<file path="src/rtl/inst_fetch_buffer_pkg.sv">
// Shared definitions for the instruction fetch front end.
// - fetch_state_e : bus sequencing FSM states
// - fetch_entry_t : one buffered fetch result {pc, inst, adel}
// - RESET_PC_DEFAULT, SRAM_SIZE_WORD : reset fetch address and sram-like word size code
package inst_fetch_buffer_pkg;

    localparam logic [31:0] RESET_PC_DEFAULT = 32'hbfc0_0000;
    localparam logic [1:0]  SRAM_SIZE_WORD   = 2'b10;

    typedef enum logic [1:0] {
        StIdle = 2'd0,
        StReq  = 2'd1,
        StWait = 2'd2,
        StHalt = 2'd3
    } fetch_state_e;

    typedef struct packed {
        logic [31:0] pc;
        logic [31:0] inst;
        logic        adel;
    } fetch_entry_t;

endpackage

</file>
<file path="src/rtl/inst_fetch_buffer_if.sv">
// Instruction-side sram-like bus.
// master: initiator (fetch unit) drives req/wr/size/addr/wdata, receives addr_ok/data_ok/rdata.
// slave : memory bridge, the mirror image.
interface inst_fetch_buffer_if;
    logic        inst_req;
    logic        inst_wr;
    logic [1:0]  inst_size;
    logic [31:0] inst_addr;
    logic [31:0] inst_wdata;
    logic        inst_addr_ok;
    logic        inst_data_ok;
    logic [31:0] inst_rdata;

    modport master (
        output inst_req, inst_wr, inst_size, inst_addr, inst_wdata,
        input  inst_addr_ok, inst_data_ok, inst_rdata
    );

    modport slave (
        input  inst_req, inst_wr, inst_size, inst_addr, inst_wdata,
        output inst_addr_ok, inst_data_ok, inst_rdata
    );
endinterface

</file>
<file path="src/rtl/inst_fetch_buffer_fetch_fifo.sv">
// DEPTH-entry FIFO of fetch results.
// Ports: clk/resetn; push_i + push_entry_i write the tail; pop_i advances the head;
// flush_i empties the FIFO and wins over a same-cycle push; count_o is the occupancy;
// head_o is the oldest entry (stale contents when empty).
module fetch_fifo
    import inst_fetch_buffer_pkg::*;
#(
    parameter  int unsigned DEPTH = 2,
    localparam int unsigned AW    = $clog2(DEPTH),
    localparam int unsigned CW    = AW + 1
) (
    input  logic          clk,
    input  logic          resetn,
    input  logic          push_i,
    input  fetch_entry_t  push_entry_i,
    input  logic          pop_i,
    input  logic          flush_i,
    output logic [CW-1:0] count_o,
    output fetch_entry_t  head_o
);

    fetch_entry_t  mem_q [DEPTH];
    fetch_entry_t  mem_d [DEPTH];
    logic [AW-1:0] wr_ptr_q, wr_ptr_d;
    logic [AW-1:0] rd_ptr_q, rd_ptr_d;
    logic [CW-1:0] count_q, count_d;
    logic          pop_ok;

    assign pop_ok = pop_i && (count_q != '0);

    always_comb begin
        mem_d    = mem_q;
        wr_ptr_d = wr_ptr_q;
        rd_ptr_d = rd_ptr_q;
        count_d  = count_q;
        if (flush_i) begin
            // Pointers return to slot 0 so the head only moves on flush, pop or push-to-empty.
            wr_ptr_d = '0;
            rd_ptr_d = '0;
            count_d  = '0;
        end else begin
            if (push_i) begin
                mem_d[wr_ptr_q] = push_entry_i;
                wr_ptr_d        = wr_ptr_q + AW'(1);
            end
            if (pop_ok) begin
                rd_ptr_d = rd_ptr_q + AW'(1);
            end
            count_d = count_q + CW'(push_i) - CW'(pop_ok);
        end
    end

    always_ff @(posedge clk or negedge resetn) begin
        if (!resetn) begin
            mem_q    <= '{default: '0};
            wr_ptr_q <= '0;
            rd_ptr_q <= '0;
            count_q  <= '0;
        end else begin
            mem_q    <= mem_d;
            wr_ptr_q <= wr_ptr_d;
            rd_ptr_q <= rd_ptr_d;
            count_q  <= count_d;
        end
    end

    assign count_o = count_q;
    assign head_o  = mem_q[rd_ptr_q];

endmodule

</file>
<file path="src/rtl/inst_fetch_buffer.sv">
// Instruction fetch front end: sequences PC+4 over the sram-like bus (one outstanding
// transaction), buffers returned words with their PCs and hands them to decode.
// Ports:
//   clk, resetn               : clock, asynchronous active-low reset
//   inst_bus (master)         : instruction sram-like bus
//   redirect_valid/_pc        : flush the buffer and refetch from redirect_pc
//   id_ready                  : decoder takes the head entry
//   if_valid/if_inst/if_pc/if_adel : head entry; if_adel marks a misaligned-fetch exception
module inst_fetch_buffer
    import inst_fetch_buffer_pkg::*;
#(
    parameter logic [31:0] RESET_PC = RESET_PC_DEFAULT,
    parameter int unsigned DEPTH    = 2
) (
    input  logic                 clk,
    input  logic                 resetn,
    inst_fetch_buffer_if.master  inst_bus,
    input  logic                 redirect_valid,
    input  logic [31:0]          redirect_pc,
    input  logic                 id_ready,
    output logic                 if_valid,
    output logic [31:0]          if_inst,
    output logic [31:0]          if_pc,
    output logic                 if_adel
);

    localparam int unsigned CW = $clog2(DEPTH) + 1;

    fetch_state_e  state_q, state_d;
    logic [31:0]   fetch_pc_q, fetch_pc_d;
    logic          discard_q, discard_d;
    logic          req_q, req_d;

    logic          push;
    fetch_entry_t  push_entry;
    logic          pop;
    logic [CW-1:0] count;
    logic [CW-1:0] occupancy;
    logic          space;
    fetch_entry_t  head;

    // An in-flight read already owns a slot, so it counts against the buffer.
    assign occupancy = count + CW'(state_q == StWait);
    assign space     = occupancy < CW'(DEPTH);
    assign pop       = if_valid && id_ready && !redirect_valid;

    always_comb begin
        state_d    = state_q;
        fetch_pc_d = fetch_pc_q;
        discard_d  = discard_q;
        push       = 1'b0;
        push_entry = '0;

        unique case (state_q)
            StIdle: begin
                if (space) begin
                    if (fetch_pc_q[1:0] == 2'b00) begin
                        state_d = StReq;
                    end else begin
                        push       = 1'b1;
                        push_entry = '{pc: fetch_pc_q, inst: 32'h0, adel: 1'b1};
                        state_d    = StHalt;
                    end
                end
            end
            StReq: begin
                if (inst_bus.inst_addr_ok) begin
                    fetch_pc_d = fetch_pc_q + 32'd4;
                    state_d    = StWait;
                end
            end
            StWait: begin
                if (inst_bus.inst_data_ok) begin
                    if (!discard_q) begin
                        push       = 1'b1;
                        push_entry = '{pc: fetch_pc_q - 32'd4, inst: inst_bus.inst_rdata,
                                       adel: 1'b0};
                    end
                    discard_d = 1'b0;
                    state_d   = StIdle;
                end
            end
            StHalt: ;
            default: state_d = StIdle;
        endcase

        if (redirect_valid) begin
            push       = 1'b0;
            fetch_pc_d = redirect_pc;
            unique case (state_q)
                StReq: begin
                    if (inst_bus.inst_addr_ok) begin
                        state_d   = StWait;
                        discard_d = 1'b1;
                    end else if (redirect_pc[1:0] != 2'b00) begin
                        // Unaccepted request may be withdrawn; IDLE raises the AdEL entry.
                        state_d = StIdle;
                    end else begin
                        state_d = StReq;
                    end
                end
                StWait: begin
                    if (inst_bus.inst_data_ok) begin
                        state_d   = StIdle;
                        discard_d = 1'b0;
                    end else begin
                        state_d   = StWait;
                        discard_d = 1'b1;
                    end
                end
                default: state_d = StIdle;
            endcase
        end

        req_d = (state_d == StReq);
    end

    always_ff @(posedge clk or negedge resetn) begin
        if (!resetn) begin
            state_q    <= StIdle;
            fetch_pc_q <= RESET_PC;
            discard_q  <= 1'b0;
            req_q      <= 1'b0;
        end else begin
            state_q    <= state_d;
            fetch_pc_q <= fetch_pc_d;
            discard_q  <= discard_d;
            req_q      <= req_d;
        end
    end

    fetch_fifo #(
        .DEPTH (DEPTH)
    ) u_fetch_fifo (
        .clk          (clk),
        .resetn       (resetn),
        .push_i       (push),
        .push_entry_i (push_entry),
        .pop_i        (pop),
        .flush_i      (redirect_valid),
        .count_o      (count),
        .head_o       (head)
    );

    assign inst_bus.inst_req   = req_q;
    assign inst_bus.inst_wr    = 1'b0;
    assign inst_bus.inst_size  = SRAM_SIZE_WORD;
    assign inst_bus.inst_addr  = fetch_pc_q;
    assign inst_bus.inst_wdata = 32'h0;

    assign if_valid = (count != '0);
    assign if_inst  = head.inst;
    assign if_pc    = head.pc;
    assign if_adel  = head.adel;

endmodule

</file>
<file path="src/flat_wrapper.sv">
// flat-port wrapper written by rule: the top's interface ports become plain ports
module inst_fetch_buffer_flat import inst_fetch_buffer_pkg::*;
#(
    parameter logic [31:0] RESET_PC = RESET_PC_DEFAULT,
    parameter int unsigned DEPTH    = 2
)
  (clk, resetn, redirect_valid, redirect_pc, id_ready, if_valid, if_inst, if_pc, if_adel, inst_bus_inst_req, inst_bus_inst_wr, inst_bus_inst_size, inst_bus_inst_addr, inst_bus_inst_wdata, inst_bus_inst_addr_ok, inst_bus_inst_data_ok, inst_bus_inst_rdata);
  inst_fetch_buffer_if inst_bus_i ();
  input  logic clk;
  input  logic resetn;
  input  logic redirect_valid;
  input  logic [31:0] redirect_pc;
  input  logic id_ready;
  output logic if_valid;
  output logic [31:0] if_inst;
  output logic [31:0] if_pc;
  output logic if_adel;
  output wire logic [$bits(inst_bus_i.inst_req)-1:0] inst_bus_inst_req;
  output wire logic [$bits(inst_bus_i.inst_wr)-1:0] inst_bus_inst_wr;
  output wire logic [$bits(inst_bus_i.inst_size)-1:0] inst_bus_inst_size;
  output wire logic [$bits(inst_bus_i.inst_addr)-1:0] inst_bus_inst_addr;
  output wire logic [$bits(inst_bus_i.inst_wdata)-1:0] inst_bus_inst_wdata;
  input wire logic [$bits(inst_bus_i.inst_addr_ok)-1:0] inst_bus_inst_addr_ok;
  input wire logic [$bits(inst_bus_i.inst_data_ok)-1:0] inst_bus_inst_data_ok;
  input wire logic [$bits(inst_bus_i.inst_rdata)-1:0] inst_bus_inst_rdata;
  assign inst_bus_inst_req = inst_bus_i.inst_req;
  assign inst_bus_inst_wr = inst_bus_i.inst_wr;
  assign inst_bus_inst_size = inst_bus_i.inst_size;
  assign inst_bus_inst_addr = inst_bus_i.inst_addr;
  assign inst_bus_inst_wdata = inst_bus_i.inst_wdata;
  assign inst_bus_i.inst_addr_ok = inst_bus_inst_addr_ok;
  assign inst_bus_i.inst_data_ok = inst_bus_inst_data_ok;
  assign inst_bus_i.inst_rdata = inst_bus_inst_rdata;
  inst_fetch_buffer #(.RESET_PC(RESET_PC), .DEPTH(DEPTH)) u_core (.clk(clk), .resetn(resetn), .inst_bus(inst_bus_i), .redirect_valid(redirect_valid), .redirect_pc(redirect_pc), .id_ready(id_ready), .if_valid(if_valid), .if_inst(if_inst), .if_pc(if_pc), .if_adel(if_adel));
endmodule
</file>
<file path="config.mk">
export PLATFORM = sky130hd
export DESIGN_NAME = inst_fetch_buffer_flat
export DESIGN_NICKNAME = d
export VERILOG_FILES = /design/src/rtl/inst_fetch_buffer_pkg.sv /design/src/rtl/inst_fetch_buffer_if.sv /design/src/rtl/inst_fetch_buffer_fetch_fifo.sv /design/src/rtl/inst_fetch_buffer.sv /design/src/flat_wrapper.sv
export SDC_FILE = /design/constraint.sdc
export NUM_CORES = 1
export LEC_CHECK = 0
export ABC_AREA = 1
export CAP_MARGIN = 20
export CORE_UTILIZATION = 27
export DETAILED_ROUTE_END_ITERATION = 7
export PLACE_DENSITY = 0.47
export SYNTH_ARGS = -nofsm -noshare
export SYNTH_HDL_FRONTEND = slang
export SYNTH_SLANG_ARGS = --single-unit
</file>
<file path="constraint.sdc">
create_clock -name clk -period 5.5 [get_ports clk]
set_input_delay 0.825 -clock clk [delete_from_list [all_inputs] [get_ports clk]]
set_output_delay 0.825 -clock clk [all_outputs]
set_load 0.02 [all_outputs]
</file>
# Yosys cells after proc, flatten, opt, wreduce, memory -nomap -nowiden
# Index checks and enable logic that the tools add are counted.
[op_classes]
addsub = 7
magnitude_cmp = 4
eq_ne = 3
muxes = 41
bitwise = 3
n_reduce_logical = 15
[ops]
columns = ["op", "n"]
rows = [
  ["65-bit 2-to-1 mux", 8],
  ["130-bit bitwise mux", 1],
  ["65-bit one-hot mux with 2 select lines", 1],
  ["32-bit 2-to-1 mux", 3],
  ["65-bit demux with 1-bit select", 1],
  ["32-bit by 3-bit adder with 32-bit output, second input constant", 1],
  ["32-bit by 3-bit subtractor with 32-bit output, second input constant", 1],
  ["2-bit 2-to-1 mux", 8],
  ["1-bit 2-to-1 mux", 15],
  ["2-bit nonzero test", 6],
  ["2-bit one-hot mux with 3 select lines", 1],
  ["2-bit by 1-bit adder with 2-bit output", 2],
  ["2-bit by 1-bit == test with 1-bit output, second input constant", 2],
  ["2-bit >= comparator, second input constant", 2],
  ["1-bit logical AND", 4],
  ["2-bit zero test", 2],
  ["1-bit inverter with 2-bit output", 2],
  ["1-bit one-hot mux with 2 select lines", 2],
  ["2-bit one-hot mux with 2 select lines", 1],
  ["2-bit AND reduction", 2],
  ["1-bit adder, second input constant", 2],
  ["2-bit == test, second input constant", 1],
  ["2-bit by 1-bit < comparator with 1-bit output, second input constant", 1],
  ["2-bit < comparator, second input constant", 1],
  ["3 further kinds", 3],
]
[totals]
ff_bits = 170
inputBits = 70
output_inout_bits = 134
word_cells = 86

# Logic depth before layout (Yosys ltp)
# Gate-level depths: netlist (run 1).
[depth]
ltp_word = 9
depth_mapped = 14

# By module
# From an unflattened synthesis (run 1), not the netlist that was laid out.
[unflattened]
hier_cells = 1472
area_unflattened_um2 = 10432.5
[by_module_without_submodules]
columns = ["mod", "instances", "cells_per_inst", "area_per_inst_um2", "seq_area_each_um2"]
rows = [
  ["fetch_fifo", 1, 723, 6070.8, 3353.2],
  ["inst_fetch_buffer", 1, 749, 4361.7, 912.1],
]

# Worst setup path before layout (run 1)
# No wires, ideal clock.
[synth_path]
path_kind = "input port to flip-flop"
startpoint = "input inst_bus_inst_data_ok"
endpoint = "register u_core.u_fetch_fifo.count_q[1] (netlist: u_core.u_fetch_fifo.count_o[1])"
t_arrival_ns = 2.081
required_ns = 5.368
slack_ns = 3.287
path_stages = 10
n_path_buf = 0
cell_sequence = "inv_1 nor3_2 inv_2 nand2_4 nand2_4 ha_1 inv_1 ha_1 xor2_1 nor2_1"
[synth_via]
elab_chain_cells = 6
[synth_rtl]
columns = ["item", "line_no", "rtl"]
rows = [
  ["start: declaration", "flat_wrapper.sv:24", "input wire logic [$bits(inst_bus_i.inst_data_ok)-1:0] inst_bus_inst_data_ok;"],
  ["1-bit 2-to-1 mux", "inst_fetch_buffer.sv:73", "if (inst_bus.inst_data_ok) begin"],
  ["1-bit one-hot mux with 2 select lines", "inst_fetch_buffer.sv:54", "unique case (state_q)"],
  ["1-bit 2-to-1 mux", "inst_fetch_buffer.sv:87", "if (redirect_valid) begin"],
  ["2-bit by 1-bit adder with 2-bit output", "inst_fetch_buffer_fetch_fifo.sv:49", "count_d = count_q + CW'(push_i) - CW'(pop_ok);"],
  ["2-bit by 1-bit subtractor with 2-bit output", "inst_fetch_buffer_fetch_fifo.sv:49", ""],
  ["2-bit 2-to-1 mux", "inst_fetch_buffer_fetch_fifo.sv:36", "if (flush_i) begin"],
  ["via u_core.u_fetch_fifo.count_d[1]", "inst_fetch_buffer_fetch_fifo.sv:26", "logic [CW-1:0] count_q, count_d;"],
  ["end signal: assignment", "inst_fetch_buffer_fetch_fifo.sv:63", "count_q <= count_d;"],
  ["end: declaration", "inst_fetch_buffer_fetch_fifo.sv:26", ""],
]
# The timed path passes the listed nets, and every way through them passes these cells.
# A chain may end at the register's enable or synchronous reset.

# Final worst setup path (run 1)
[layout_path]
startpoint = "register u_core.u_fetch_fifo.rd_ptr_q"
endpoint = "output if_inst[13]"
[layout_via]
elab_chain_cells = 4
[layout_rtl]
columns = ["item", "line_no", "rtl"]
rows = [
  ["start: declaration", "inst_fetch_buffer_fetch_fifo.sv:25", "logic [AW-1:0] rd_ptr_q, rd_ptr_d;"],
  ["start signal: assignment", "inst_fetch_buffer_fetch_fifo.sv:62", "rd_ptr_q <= rd_ptr_d;"],
  ["1-bit inverter with 2-bit output (not written as such)", "inst_fetch_buffer_fetch_fifo.sv:68", "assign head_o = mem_q[rd_ptr_q];"],
  ["65-bit 2-to-1 mux (not written as such) (3 in series)", "inst_fetch_buffer_fetch_fifo.sv:68", ""],
  ["end: declaration", "flat_wrapper.sv:15", "output logic [31:0] if_inst;"],
]
# Every way passes these cells. The select of a mux whose other input is x is not followed.

==> results of run 1 <==
-- power by group --
part	switching, W	internal [W]	total (W)
combinational	0.00160	0.000915	0.00251
clock	0.000603	0.000664	0.00127
sequential	0.000341	0.00166	0.00200
total	0.00254	0.00324	0.00578
-- path summary, 6_finish.rpt --
kind / start / endpoint / slack, ns
max reg2reg: u_core.state_q[0] / u_core.u_fetch_fifo.mem_q[0] / 2.29
min in group clk: u_core.u_fetch_fifo.mem_q[51] / u_core.u_fetch_fifo.mem_q[51] / 0.47
max in group asynchronous: resetn / u_core.u_fetch_fifo.mem_q[33] / 3.82
min: resetn / u_core.u_fetch_fifo.mem_q[88] / 0.43
min reg2reg: u_core.u_fetch_fifo.mem_q[51] / u_core.u_fetch_fifo.mem_q[51] / 0.47
max: u_core.u_fetch_fifo.rd_ptr_q / if_inst[13] / 1.71
-- Yosys cell counts, types with 8 or more instances --
| cell | count | area [um2] |
|---|---|---|
| nand2_1 | 629 | 2361 |
| dfrtp_1 | 161 | 4029 |
| inv_1 | 147 | 551.8 |
| nor2_1 | 141 | 529.3 |
| o21ai_0 | 102 | 510.5 |
| nand3_1 | 70 | 350.3 |
| buf_4 | 37 | 277.8 |
| clkbuf_1 | 35 | 131.4 |
| xor2_1 | 20 | 175.2 |
| buf_2 | 19 | 95.09 |
| o21ai_1 | 14 | 70.07 |
| nand4_1 | 12 | 75.07 |
| nor3_1 | 12 | 60.06 |
| a21oi_1 | 11 | 55.05 |
| o22ai_1 | 11 | 68.82 |
| buf_6 | 10 | 112.6 |
| dfstp_2 | 9 | 236.5 |
| ha_1 | 8 | 100.1 |
-- flip-flops by register name, indices dropped and copies added, names as in the netlist --
| signal | flops |
|---|---|
| u_core.state_q | 2 |
| u_core.u_fetch_fifo.count_o | 2 |
| u_core.inst_bus.inst_addr | 32 |
| u_core.u_fetch_fifo.rd_ptr_q | 1 |
| u_core.u_fetch_fifo.wr_ptr_q | 1 |
| u_core.u_fetch_fifo.mem_q | 130 |
| u_core.discard_q | 1 |
| u_core.inst_bus.inst_req | 1 |
-- logic make-up after synthesis --
kind of cell	after synthesis	synth area share
DFF	170	0.4188
AOI/OAI and AO/OA	158	0.08515
other	2	0.0007375
xor gates and xnor gates	23	0.01978
and+or+nand+nor	881	0.3468
adders and majority gates	8	0.009830
buffers and inverters	259	0.1188
-- critical path, cell delays in order, from the launching register on --
cell             delay [ns]
dfrtp_2                1.00
buf_4                  0.54
nand2_1                0.09
o21ai_0                0.17
clkdlybuf4s50_1        0.68
-- metrics by stage --
stage	total power (W)	util	instance area, um2	hold WS [ns]	setup slack, ns
finish	0.005778	0.3444	12700	0.4286	1.712
global route	0.006206	0.3444	12700	0.4870	1.539
CTS	0.005855	0.3444	12700	0.4762	1.668
detailed placement	0.004562	0.3278	12090	0.4584	1.668
global placement	0.004543	0.3278	12090	0.4541	1.720
floorplan	0.003550	-	10310	0.4422	3.287
-- routing by layer --
layer	GRT usage	vias to the layer above
met3	0.02768	33
met2	0.2735	257
li1	-	4812
met5	0	-
met4	0.04398	0
met1	0.2422	4448
-- cell type report --
class / count / area [um2]
fill: 3989 / 24170
multi-input combinational: 1105 / 4835
sequential: 170 / 4267
timing repair buffer: 182 / 1788
tap: 504 / 630.6
inverter: 151 / 566.8
clock buffer: 18 / 439.2
clock inverter: 14 / 172.7
==> key figures, run 1 <==
Timing
  • Max-slew violation count: 0
  • Tightest Pin Transition: 0.9894 ns
  • TNS Setup: 0 ns
  • Hold Violations, Final: 0
  • RSZ-0062 raised after global routing: no
  • Fin crit period: around 3.8 ns
  • Clock Skews: about 0.014 ns
  • Final setup fails: 0
  • Rel. slew slack: 0.3397
  • Fmax: ~260 MHz
  • Fin crit share: 0.6887

Route
  • Routed WL per cell: 15.14 um
  • DRT Pass-1 Iters: 5
  • M1 WL: around 16,000 um
  • Vias per cell: 4.454
  • Initial DRC count: 699
  • Met3 wire len: 1458 um
  • DR vias: 9,550
  • Top routing layer in use: met4
  • Drt drc: 0
  • Metal2 WL: 14,660 um
  • Post-DRT Antenna Nets: 0
  • Drt total wl: 32,450 um

Final layout
  • Leading cell type in the layout, fill and taps excluded: nand2_1
  • Area grow syn2layout: 24.70%
  • Fin nets: ~1,700
  • Ant. Diodes: 0
  • Final std cells w/o fill: ~2,100
  • Layout cells sized above 1: 0.04878
  • Commonest cells after routing, fill and taps aside: nand2_1, clkdlybuf4s50_1, dfrtp_1

Floorplanning
  • Die W: 196.2 um
  • Die H: 196.2 um
  • Core area: about 0.037 mm2
  • DIE AREA: a little under 0.04 mm2
  • Starting density of the core: 0.2762
  • Std-Cell Rows: 70
  • Ports: ~200

Synth
  • Count of unique library cells instantiated by Yosys: 36
  • FFs w/ async S/R, synth: 1.000
  • Register area share after synthesis: 0.4188
  • Yosys reg bits: 170
  • Post-synthesis cell area: between 0.01 and 0.015 mm2
  • Post-synth EDFFs: 0
  • Yosys warns: 0
  • Syn Inst Count: roughly 1,500
  • Top FF cell, synth: dfrtp_1
  • Syn avg cell area: between 6 and 7 um2

GRT
  • Gr usage total: 0.1722
  • Largest net degree at the start of global routing: approximately 90
  • Number of global-route vias before repair: 9,251
  • Total gr overflow: 0
  • Initial antenna violation count: 0
  • First-pass GRT wire length: around 52,000 um

CTS
  • Clk Tree Root Cell: clkbuf_16
  • H-tree levels: 4
  • CTS resizes: 0
  • Clock-pin transition on the worst setup and hold timing paths: 0.08 ns
  • CTS hold repair buffers: 0
  • Clk_lat worst skew: between 0.4 and 0.5 ns
  • Num Clock Sinks: between 150 and 200
  • Post-CTS Setup Bufs: 0
  • Clock buffer depth: 2
  • TritonCTS clock tree: built
  • CTS Buf Count: 17

Power and ir drop
  • Power density over cell area: between 400 and 500 mW/mm2
  • Peak VDD IR: 0.2269 mV
  • Lkg Pwr: roughly 6.2 nW

Critical path
  • CP Class: flop to output pin
  • Crit end category: output pin
  • Reg2reg path depth: 14
  • CP required: ~4.7 ns
  • Critical Path Fanout Max: 56
  • Worst setup SP type: flop
  • Worst path arrival time: just under 3 ns

Placed design
  • RePlAce Congestion: approximately 0.86
  • Final HPWL DP: between 20,000 and 25,000 um
  • Cell count after placement: 2,112
  • Port buffer count: 168

Job
  • Max-cap viol count: 0

Outcome
  • Status: finished, final reports clean

Worst hold path
  • Hold Crit Class: input port to asynchronous set/reset pin
Power figures use the tool's default switching activity.
==> run 2: changes to the inputs <==
- clock period: 5.5 -> 3.9 ns (I/O delays scaled with it)
==> run 2 against run 1 <==
Die area is the same. Clock skew shrank 0.0043 ns. Core utilization grew 0.20 points. Total power grew 42%. Critical endpoint is now if_pc[0].
==> key figures, run 2 (synthesized netlist as in run 1, its figures left out) <==
Outcome
  • Status: finished, final reports clean

CTS
  • CTS resizes: 0
  • CTS Buf Count: 17
  • H-tree levels: 4
  • Num Clock Sinks: 170
  • Clk_lat worst skew: ~0.45 ns
  • Clk Tree Root Cell: clkbuf_16
  • Post-CTS Setup Bufs: 0
  • TritonCTS clock tree: built
  • Clock-pin transition on the worst setup and hold timing paths: approximately 0.060 ns
  • CTS hold repair buffers: 0
  • Clock buffer depth: 2

Timing
  • Tightest Pin Transition: between 1 and 1.5 ns
  • Setup ws final: ~0.6 ns
  • Max-slew violation count: 0
  • Fmax: roughly 300 MHz
  • Fin crit share: 0.8419
  • TNS Setup: 0 ns
  • Fin crit period: between 3 and 4 ns
  • RSZ-0062 raised after global routing: no
  • Rel. slew slack: 0.2834
  • Final setup fails: 0
  • Hold Violations, Final: 0
  • Clock Skews: 0.01001 ns

GRT
  • Initial antenna violation count: 1
  • Number of global-route vias before repair: 9,253
  • Largest net degree at the start of global routing: 100
  • First-pass GRT wire length: 52,250 um
  • Gr usage total: 0.1763
  • Total gr overflow: 0

Final layout
  • Commonest cells after routing, fill and taps aside: nand2_1, clkdlybuf4s50_1, dfrtp_1
  • Fin nets: between 1,500 and 2,000
  • Area grow syn2layout: 25.42%
  • Fin area: 0.01277 mm2
  • Final core utilization: 0.3464
  • Leading cell type in the layout, fill and taps excluded: nand2_1
  • Ant. Diodes: 0
  • Number of flip-flops in the largest register: 130
  • Register name with the most flops: u_core.u_fetch_fifo.mem_q
  • # fillers: about 4,000
  • Layout cells sized above 1: 0.05225

Critical path
  • Crit end category: output pin
  • CP Class: flop to output pin
  • Critical Path Start: u_core.u_fetch_fifo.rd_ptr_q
  • CP required: approximately 3.3 ns
  • Setup slack, reg-to-reg: 1.31 ns
  • Reg-to-Reg End: u_core.u_fetch_fifo.mem_q[97]
  • Worst r2r src: u_core.state_q[0]
  • Reg2reg path depth: 12
  • Critical Path Fanout Max: 99
  • Worst setup SP type: flop
  • Worst path arrival time: around 2.7 ns

Power and ir drop
  • Lkg Pwr: around 6.2 nW
  • Peak VDD IR: 0.3035 mV
  • Total power: approximately 0.0082 W
  • Power density over cell area: between 600 and 700 mW/mm2

Route
  • DR vias: ~9,500
  • Drt drc: 0
  • Initial DRC count: 625
  • Post-DRT Antenna Nets: 0
  • DRT Pass-1 Iters: 5
  • Drt total wl: 33,160 um
  • Routed WL per cell: roughly 15 um
  • Vias per cell: 4.434

Placed design
  • Placed cell area: around 0.012 mm2
  • Final HPWL DP: roughly 23,000 um
  • Port buffer count: around 170
  • RePlAce Congestion: slightly below 0.9
  • Pre-CTS setup slack: roughly 1.1 ns

Floorplanning
  • Die W: 196.2 um
  • Std-Cell Rows: 70
  • DIE AREA: a little under 0.04 mm2
  • Die H: between 150 and 200 um
  • Starting density of the core: 0.2762
  • Core area: between 0.03 and 0.04 mm2
  • Ports: 204

Worst hold path
  • Hold Crit Class: input port to asynchronous set/reset pin

Job
  • Max-cap viol count: 0
[run 2: changes by cell type in the layout (fill, tap and decap cells not counted), moves of 3 or more]
cell	change
buf_4	+4
clkbuf_8	+3
clkinv_8	-3
inv_8	-3
[run 2: how the worst max path moves through the flow]
stage,cells past startpoint,to
CTS,3,if_pc[0]
floorplan,12,u_core.u_fetch_fifo.count_o[1]
global route,3,if_pc[0]
finish,3,if_pc[0]
global placement,3,if_pc[0]
detailed placement,3,if_pc[0]
[run 2: cell type report]
type | count | area (um2) | share of cell area
clock buffer | 21 | 480.5 | 0.03762
clock inverter | 11 | 135.1 | 0.01058
inverter | 151 | 566.8 | 0.04438
multi-input combinational | 1105 | 4835 | 0.3785
sequential | 170 | 4267 | 0.3341
tap | 504 | 630.6 | 0.04937
timing repair buffer | 188 | 1858 | 0.1455
[run 2: power by group]
part | internal [W] | total (W) | switching (W) | leakage (nW)
Clock | 0.00102 | 0.00180 | 0.000782 | 0.292
Sequential | 0.00234 | 0.00277 | 0.000427 | 2.23
Combinational | 0.00131 | 0.00364 | 0.00232 | 3.68
[run 2: through the flow]
stage,cells,hold WS [ns]
after floorplan,1534,0.2894
after global placement,2118,0.4534
after detailed placement,2118,0.4583
after CTS,2150,0.1818
after global routing,2150,0.2224
final,2150,0.1721
[run 2: worst max-delay path: stages, from the launching register on]
cell             delay, ns
dfrtp_2               0.35
buf_4                 0.73
o21ai_0               0.42
clkdlybuf4s50_1       0.65
[run 2: layer usage]
layer | GRT usage | wire [um] | vias to the layer above
met4 | 0.04861 | 571 | 2
met2 | 0.2813 | 15020 | 281
met1 | 0.2431 | 15940 | 4396
met5 | 0 | 13 | -
li1 | - | - | 4817
met3 | 0.03266 | 1615 | 37
